`config.mk`:
```
export PLATFORM = sky130hd
export DESIGN_NAME = sitcp_tx_arbiter
export DESIGN_NICKNAME = d
export VERILOG_FILES = /design/src/rtl/sitcp_tx_arbiter.sv
export SDC_FILE = /design/constraint.sdc
export NUM_CORES = 1
export LEC_CHECK = 0
export ABC_AREA = 1
export BUFFER_PORTS_ARGS = -buffer_cell sky130_fd_sc_hd__buf_2
export CORE_ASPECT_RATIO = 0.6
export CORE_MARGIN = 2
export CORE_UTILIZATION = 53
export CTS_BUF_LIST = sky130_fd_sc_hd__clkbuf_4 sky130_fd_sc_hd__clkbuf_8
export CTS_CLUSTER_DIAMETER = 30
export DETAILED_ROUTE_END_ITERATION = 10
export HOLD_SLACK_MARGIN = 0.12
export PLACE_DENSITY = 0.83
export REMOVE_ABC_BUFFERS = 1
export SETUP_SLACK_MARGIN = 0.1
export SYNTH_ARGS = -nofsm -noshare
export SYNTH_HDL_FRONTEND = slang
export SYNTH_SLANG_ARGS = --single-unit
```
`constraint.sdc`:
```
create_clock -name CLK -period 2.04 [get_ports CLK]
set_clock_uncertainty 0.15 [all_clocks]
set_input_delay 0.102 -clock CLK [delete_from_list [all_inputs] [get_ports CLK]]
set_output_delay 0.102 -clock CLK [all_outputs]
set_load 0.1 [all_outputs]
```
`src/rtl/sitcp_tx_arbiter.sv`:
```
// Packet-granular round-robin arbiter feeding the SiTCP TCP TX byte stream.
// Optional macro TX_SRC_TAG_EN inserts a one-byte source tag before each packet.
module sitcp_tx_arbiter #(
    parameter int NSRC  = 4,
    parameter int CNT_W = 16
) (
    input  logic                CLK,
    input  logic                RSTn,
    input  logic                SiTCP_RST,
    input  logic                OPEN_ACK,
    input  logic                TX_FULL,
    output logic                TX_WR,
    output logic [7:0]          TX_DATA,
    input  logic [NSRC-1:0]     SRC_VALID,
    input  logic [8*NSRC-1:0]   SRC_DATA,
    input  logic [NSRC-1:0]     SRC_LAST,
    output logic [NSRC-1:0]     SRC_READY,
    output logic [NSRC-1:0]     GRANT,
    output logic                ACTIVE,
    output logic [CNT_W-1:0]    DROP_CNT,
    output logic [2:0]          DBG_STATE
);
    localparam int PW = (NSRC > 1) ? $clog2(NSRC) : 1;

    typedef enum logic [2:0] {
        S_IDLE  = 3'd0,
        S_ARB   = 3'd1,
        S_TAG   = 3'd2,
        S_XFER  = 3'd3,
        S_FLUSH = 3'd4
    } state_t;

    state_t            state_q;
    logic [PW-1:0]     ptr_q;
    logic [PW-1:0]     gidx_q;
    logic [NSRC-1:0]   grant_q;
    logic              tx_wr_q;
    logic [7:0]        tx_data_q;
    logic [CNT_W-1:0]  drop_q;

    // Rotating scan from ptr_q; walking k downwards lets the nearest valid source win.
    logic [PW:0]       arb_idx;
    logic [PW-1:0]     arb_sel;
    logic              arb_found;

    always_comb begin
        arb_idx   = '0;
        arb_sel   = '0;
        arb_found = 1'b0;
        for (int k = NSRC - 1; k >= 0; k--) begin
            arb_idx = {1'b0, ptr_q} + (PW+1)'(k);
            if (arb_idx >= (PW+1)'(NSRC)) begin
                arb_idx = arb_idx - (PW+1)'(NSRC);
            end
            if (SRC_VALID[arb_idx[PW-1:0]]) begin
                arb_found = 1'b1;
                arb_sel   = arb_idx[PW-1:0];
            end
        end
    end

    logic          sel_valid;
    logic          sel_last;
    logic [7:0]    sel_data;
    logic          xfer_rdy;
    logic          xfer_hs;
    logic          rdy_bit;
    logic [PW-1:0] next_ptr;

    assign sel_valid = SRC_VALID[gidx_q];
    assign sel_last  = SRC_LAST[gidx_q];
    assign sel_data  = SRC_DATA[{gidx_q, 3'b000} +: 8];
    assign xfer_rdy  = OPEN_ACK & ~TX_FULL;
    assign xfer_hs   = sel_valid & xfer_rdy;
    assign next_ptr  = (gidx_q == PW'(NSRC - 1)) ? '0 : gidx_q + 1'b1;

    // Valid/ready: a byte moves on a clock edge where both SRC_VALID[g] and SRC_READY[g] are high;
    // ready is combinational so TX_FULL and a closing connection stall the source in the same cycle.
    always_comb begin
        rdy_bit = 1'b0;
        if (state_q == S_XFER) begin
            rdy_bit = xfer_rdy;
        end else if (state_q == S_FLUSH) begin
            rdy_bit = 1'b1;
        end
        SRC_READY = grant_q & {NSRC{rdy_bit}};
    end

    always_ff @(posedge CLK or negedge RSTn) begin
        if (!RSTn) begin
            state_q   <= S_IDLE;
            ptr_q     <= '0;
            gidx_q    <= '0;
            grant_q   <= '0;
            tx_wr_q   <= 1'b0;
            tx_data_q <= '0;
            drop_q    <= '0;
        end else if (SiTCP_RST) begin
            state_q   <= S_IDLE;
            ptr_q     <= '0;
            gidx_q    <= '0;
            grant_q   <= '0;
            tx_wr_q   <= 1'b0;
            tx_data_q <= '0;
            drop_q    <= '0;
        end else begin
            tx_wr_q <= 1'b0;
            case (state_q)
                S_IDLE: begin
                    if (OPEN_ACK && (|SRC_VALID)) begin
                        state_q <= S_ARB;
                    end
                end
                S_ARB: begin
                    if (OPEN_ACK && arb_found) begin
                        grant_q <= NSRC'(1) << arb_sel;
                        gidx_q  <= arb_sel;
`ifdef TX_SRC_TAG_EN
                        state_q <= S_TAG;
`else
                        state_q <= S_XFER;
`endif
                    end else begin
                        state_q <= S_IDLE;
                    end
                end
`ifdef TX_SRC_TAG_EN
                S_TAG: begin
                    // A close before the tag goes out abandons the grant without touching data.
                    if (!OPEN_ACK) begin
                        grant_q <= '0;
                        state_q <= S_IDLE;
                    end else if (!TX_FULL) begin
                        tx_wr_q   <= 1'b1;
                        tx_data_q <= {4'hA, 1'b0, 3'(gidx_q)};
                        state_q   <= S_XFER;
                    end
                end
`endif
                S_XFER: begin
                    if (xfer_hs) begin
                        tx_wr_q   <= 1'b1;
                        tx_data_q <= sel_data;
                    end
                    if (xfer_hs && sel_last) begin
                        ptr_q   <= next_ptr;
                        grant_q <= '0;
                        state_q <= S_IDLE;
                    end else if (!OPEN_ACK) begin
                        state_q <= S_FLUSH;
                    end
                end
                S_FLUSH: begin
                    if (sel_valid && sel_last) begin
                        if (drop_q != '1) begin
                            drop_q <= drop_q + 1'b1;
                        end
                        ptr_q   <= next_ptr;
                        grant_q <= '0;
                        state_q <= S_IDLE;
                    end
                end
                default: state_q <= S_IDLE;
            endcase
        end
    end

    assign TX_WR     = tx_wr_q;
    assign TX_DATA   = tx_data_q;
    assign GRANT     = grant_q;
    assign ACTIVE    = (state_q == S_XFER) || (state_q == S_TAG) || (state_q == S_FLUSH);
    assign DROP_CNT  = drop_q;
    assign DBG_STATE = state_q;

endmodule

```
## After elaboration in Yosys (flattened, before gate mapping)

Index checks and enable logic that the tools add are counted.

| storage, ports and cells | value |
|---|---|
| bits in registers | 36 |

| operators by class | value |
|---|---|
| add/sub/neg operators | 9 |
| order comparisons | 9 |
| shift operators | 2 |
| multiplexer cells | 56 |
| reductions and logical operators | 23 |
| bitwise gates (word level) | 4 |
| equality and inequality tests | 11 |

Operator list:

| cell | number |
|---|---|
| two-way mux 16 bit | 4 |
| two-way mux 2 bit | 16 |
| variable part select 32 x 6 -> 8 bit | 1 |
| two-way mux 8 bit | 3 |
| adder 16 x 1 -> 16 bit, second input constant | 1 |
| two-way mux 4 bit | 4 |
| != test 16 bit, second input constant | 1 |
| < comparator 2 x 3 -> 1 bit, second input constant | 5 |
| two-way mux 1 bit | 15 |
| two-way mux 3 bit | 5 |
| nonzero test 2 bit | 7 |
| binary-select mux 1 bit (select 2 bit) | 6 |
| case mux 3 bit (4 select lines) | 1 |
| case mux 4 bit (3 select lines) | 1 |
| >= comparator 3 bit, second input constant | 3 |
| != test 3 bit, second input constant | 3 |
| AND reduction 3 bit | 3 |
| subtractor 2 x 1 -> 2 bit, second input constant | 4 |
| adder 2 x 2 -> 3 bit, second input constant | 2 |
| == test 3 x 2 -> 1 bit, second input constant | 2 |
| AND 4 bit | 1 |
| logical AND 1 bit | 4 |
| != test 4 x 3 -> 1 bit, second input constant | 1 |
| case mux 2 bit (2 select lines) | 1 |
| 17 further kinds | 20 |

## Longest topological paths before layout

| logic depth | value |
|---|---|
| depth in word-level cells | 13 |
| depth in mapped cells | 12 |
| gate-level depth less buffers | 12 |

## Least setup slack after synthesis

No wires, ideal clock.

| timing | value |
|---|---|
| path type | flip-flop to output port |
| start | register state_q[1] (netlist: DBG_STATE[1]) |
| end | output port ACTIVE |
| path slack | -1.424 ns |
| data required time | 1.788 ns |
| arrival time | 3.212 ns |
| path buffers | 0 |
| stages on the path, launching flop included | 3 |
| path through | dfrtp_1 inv_1 o21ai_0 |

| on the way | value |
|---|---|
| longest elaborated chain between the ends | 3 |
| elaborated cells on any way between the ends | 5 |
| those cells by class | eq/ne: 3; reduce/logical: 2 |

Ends and longest elaborated chain:

| item | line | source |
|---|---|---|
| from (decl) | 33 | `state_t state_q;` |
| from (signal assigned) | 91 | `state_q <= S_IDLE;` |
| from (signal assigned) | 99 | `state_q <= S_IDLE;` |
| from (signal assigned) | 111 | `state_q <= S_ARB;` |
| == test 3 x 2 -> 1 bit | 171 | `assign ACTIVE = (state_q == S_XFER) \|\| (state_q == S_TAG) \|\| (state_q == S_FLUSH);` |
| logical OR 1 bit | 171 |  |
| logical OR 1 bit (*) | 171 |  |
| to (decl) | 19 | `output logic ACTIVE,` |

Mark *: on every way between the ends. The rest lies on a longest branch, timed or not.

## Worst setup path in the final report

| timing | value |
|---|---|
| start | register state_q[2] (netlist: DBG_STATE[2]) |
| end | output port SRC_READY[0] |

| on the way | value |
|---|---|
| longest elaborated chain between the ends | 4 |
| elaborated cells on any way between the ends | 5 |
| those cells by class | eq/ne: 2; mux: 2; bitwise: 1 |

Ends and longest elaborated chain:

| item | line | source |
|---|---|---|
| == test 3 bit | 83 | `end else if (state_q == S_FLUSH) begin` |
| two-way mux 1 bit | 83 |  |
| two-way mux 1 bit (*) | 81 | `if (state_q == S_XFER) begin` |
| AND 4 bit (*) | 86 | `SRC_READY = grant_q & {NSRC{rdy_bit}};` |
| to (decl) | 17 | `output logic [NSRC-1:0] SRC_READY,` |

Marks and branches as above.

==> flow_metrics.tcl <==
set metrics [dict create \
    power.density_nw_per_um2 600 \
    antenna_left 0 \
    path_max_fanout 4 \
    wire_per_inst_um 14.9 \
    grt-ovfl-total 0 \
    max_freq_mhz 524 \
    seq_area_frac_synth_pct 35.3 \
    power_w 0.00215 \
    nets 536 \
    power_leakage_nw 1.82 \
    rsz0062_at_grt "true" \
    place.gp.congestion 0.908 \
    ios 82 \
    firstDrtPassIters 5 \
    finalHoldViolCount 0 \
    worstPathRequired_ps 1790 \
    portBuffers 81 \
    maxCapViolCount 0 \
    syn_area_um2 2550 \
    synth_area_leaders "dfrtp_1 35%, nand2_1 14%, nor2_1 8.7%" \
    place_area_um2 3050 \
    clk-insertion-delay-late_ps 280 \
    grt_max_degree 37 \
    clk_pin_slew_ps 70 \
    drtIter0Drc 263 \
    timing.final.crit_share_pct 93.5 \
    post-place-ws_ps 77.6 \
    synth_top_area_share_pct 35.3 \
    place_inst 506 \
    clk_path_buf_depth 2 \
    drive_gt1_share_pct 31.6 \
    synth-warning-count 0 \
    drc 0 \
    hp-class "in2reg" \
    antenna_found_initial 0 \
    dieHeight_um 57.7 \
    dpl.hpwl_um 5030 \
    num_rows 19 \
    syn_to_final_growth_pct 40.4 \
    n_antenna_cell 0 \
    drt-vias-per-instance 5.46 \
    grt_pass1_wl_um 13300 \
    grt_pass1_vias 2872 \
    stdcell_area_um2 3580 \
    setup_violations 0 \
    cts_root_buffer "clkbuf_8" \
    grt_use_total_pct 31.3 \
    dieArea_um2 5400 \
    cp-start-kind "register" \
    yosysTopAreaCell "dfrtp_1" \
    cts_buffers 5 \
    holdWs_ps 141 \
    ir_drop_uv 558 \
    htree_levels 2 \
    vias 3024 \
    crit_type "reg2out" \
    stdcell_count 554 \
    synthCells 369 \
    synth_cell_types 32 \
    die_w_um 93.5 \
    ys_ff_latch 36 \
    cp-end-kind "output pin" \
    worst_pin_slew_ps 810 \
    cp.arrival_ps 1660 \
    outcome "complete, no violations" \
    layout_setup_ws_ps 133 \
    core_area_um2 4610 \
    slew_viol_final 0 \
    start_util_pct 55.3 \
    cts_tree "built" \
    relSlewSlack_pct 46.0 \
    wl_um 8260 \
    numClockSinks 36 \
    post-route-min-period_ps 1910 \
    syn_avg_cell_area_um2 6.91 \
]
==> flip-flops by register name, summed over array words and instances, names as in the netlist <==
| name | count |
|---|---|
| TX_WR | 1 |
| GRANT | 4 |
| DROP_CNT | 16 |
| gidx_q | 2 |
| ptr_q | 2 |
| DBG_STATE | 3 |
| TX_DATA | 8 |
==> final cells by class <==
| type | count | area, µm² |
|---|---|---|
| Multi-Input combinational cell | 289 | 1470 |
| Fill cell | 328 | 1030 |
| Sequential cell | 36 | 905 |
| Timing Repair Buffer | 127 | 897 |
| Inverter | 31 | 124 |
| Tap cell | 63 | 78.8 |
| Clock buffer | 6 | 76.3 |
| Clock inverter | 2 | 35.0 |
==> synth_stat cells <==
cell / count
a21oi_1: 1
a31o_2: 1
buf_12: 1
buf_2: 2
buf_4: 2
buf_6: 2
clkbuf_1: 6
dfrtp_1: 36
ha_1: 1
inv_1: 26
inv_2: 4
inv_6: 1
nand2_1: 95
nand2_2: 19
nand2_4: 1
nand2_8: 1
nand3_1: 33
nand3_2: 1
nand4_1: 3
nor2_1: 59
nor2_2: 3
nor2_4: 1
nor2b_1: 1
nor3_1: 1
nor3_2: 3
o21ai_0: 27
o21ai_1: 7
o21ai_2: 7
o22ai_1: 9
o31ai_1: 1
xnor2_1: 2
xor2_1: 12
==> placed cells by master (no fill, tap or decap), drive strengths merged, types with 2 or more instances in the layout <==
master       count
buf             94
inv             31
nand3           34
xnor2            2
clkbuf           7
nor3             4
o22ai            9
dfrtp           36
o21ai           41
dlygate4sd3     32
nand4            3
xor2            12
nor2            63
nand2          116
==> cell families (layout without fill, tap and decap cells) <==
logic type,after synthesis,after routing,share of synthesized area (%)
AND/OR/NAND/NOR,221,221,39.0
flip-flops,36,36,35.3
adder cells (fa/ha/maj),1,1,0.491
AO/OA/AOI/OAI,53,53,12.1
buffers and inverters,44,166,8.29
XOR/XNOR,14,14,4.81
==> path summary, 6_finish.rpt <==
path                                   start      endpoint  slack, ps  cells past startpoint
worst max-delay path            DBG_STATE[2]  SRC_READY[0]        130                      6
worst max register to register   DROP_CNT[0]  DROP_CNT[15]        200                     10
worst min register to register    TX_DATA[7]    TX_DATA[7]        370                      2
max in group asynchronous               RSTn   DROP_CNT[0]        880                      2
worst min-delay path            SRC_DATA[18]    TX_DATA[2]        140                      5
min in group asynchronous               RSTn  DROP_CNT[12]        300                      2
==> what timing repair did <==
action	4_1_cts	5_1_grt
setup buffers	0	8
gates cloned	0	0
setup endpoints to repair	9	34
hold buffers	32	0
hold endpoints to repair	47	0
pin swaps	0	2
resized for setup	2	14
==> stage by stage <==
stage / util [%] / setup TNS, ps
after CTS: 75.7 / 0
after global placement: 66.1 / 0
after global routing: 77.6 / 0
final: 77.6 / 0
after floorplan: - / -11570
after detailed placement: 66.1 / 0
==> routing by layer <==
layer | part of all wire [%] | track usage, % | up-vias
met5 | 0 | 0 | -
met4 | 3.4 | 11.4 | 0
met3 | 9.7 | 6.89 | 34
met2 | 47 | 51.9 | 197
met1 | 40 | 41.0 | 1368
li1 | - | - | 1425
==> where the power goes <==
group,internal (W),total [W],switching [W]
clock,0.000376,0.000634,0.000258
sequential,0.000748,0.000794,0.0000457
combinational,0.000219,0.000719,0.000500
==> critical path, stage by stage, from the launching register on <==
cell and delay (ps):
dfrtp_1 400, inv_1 110, nand3_1 140, nor2_2 70, nor2_1 360, nor2_2 100
buf_12 180
(Power assumes the default switching activity.)
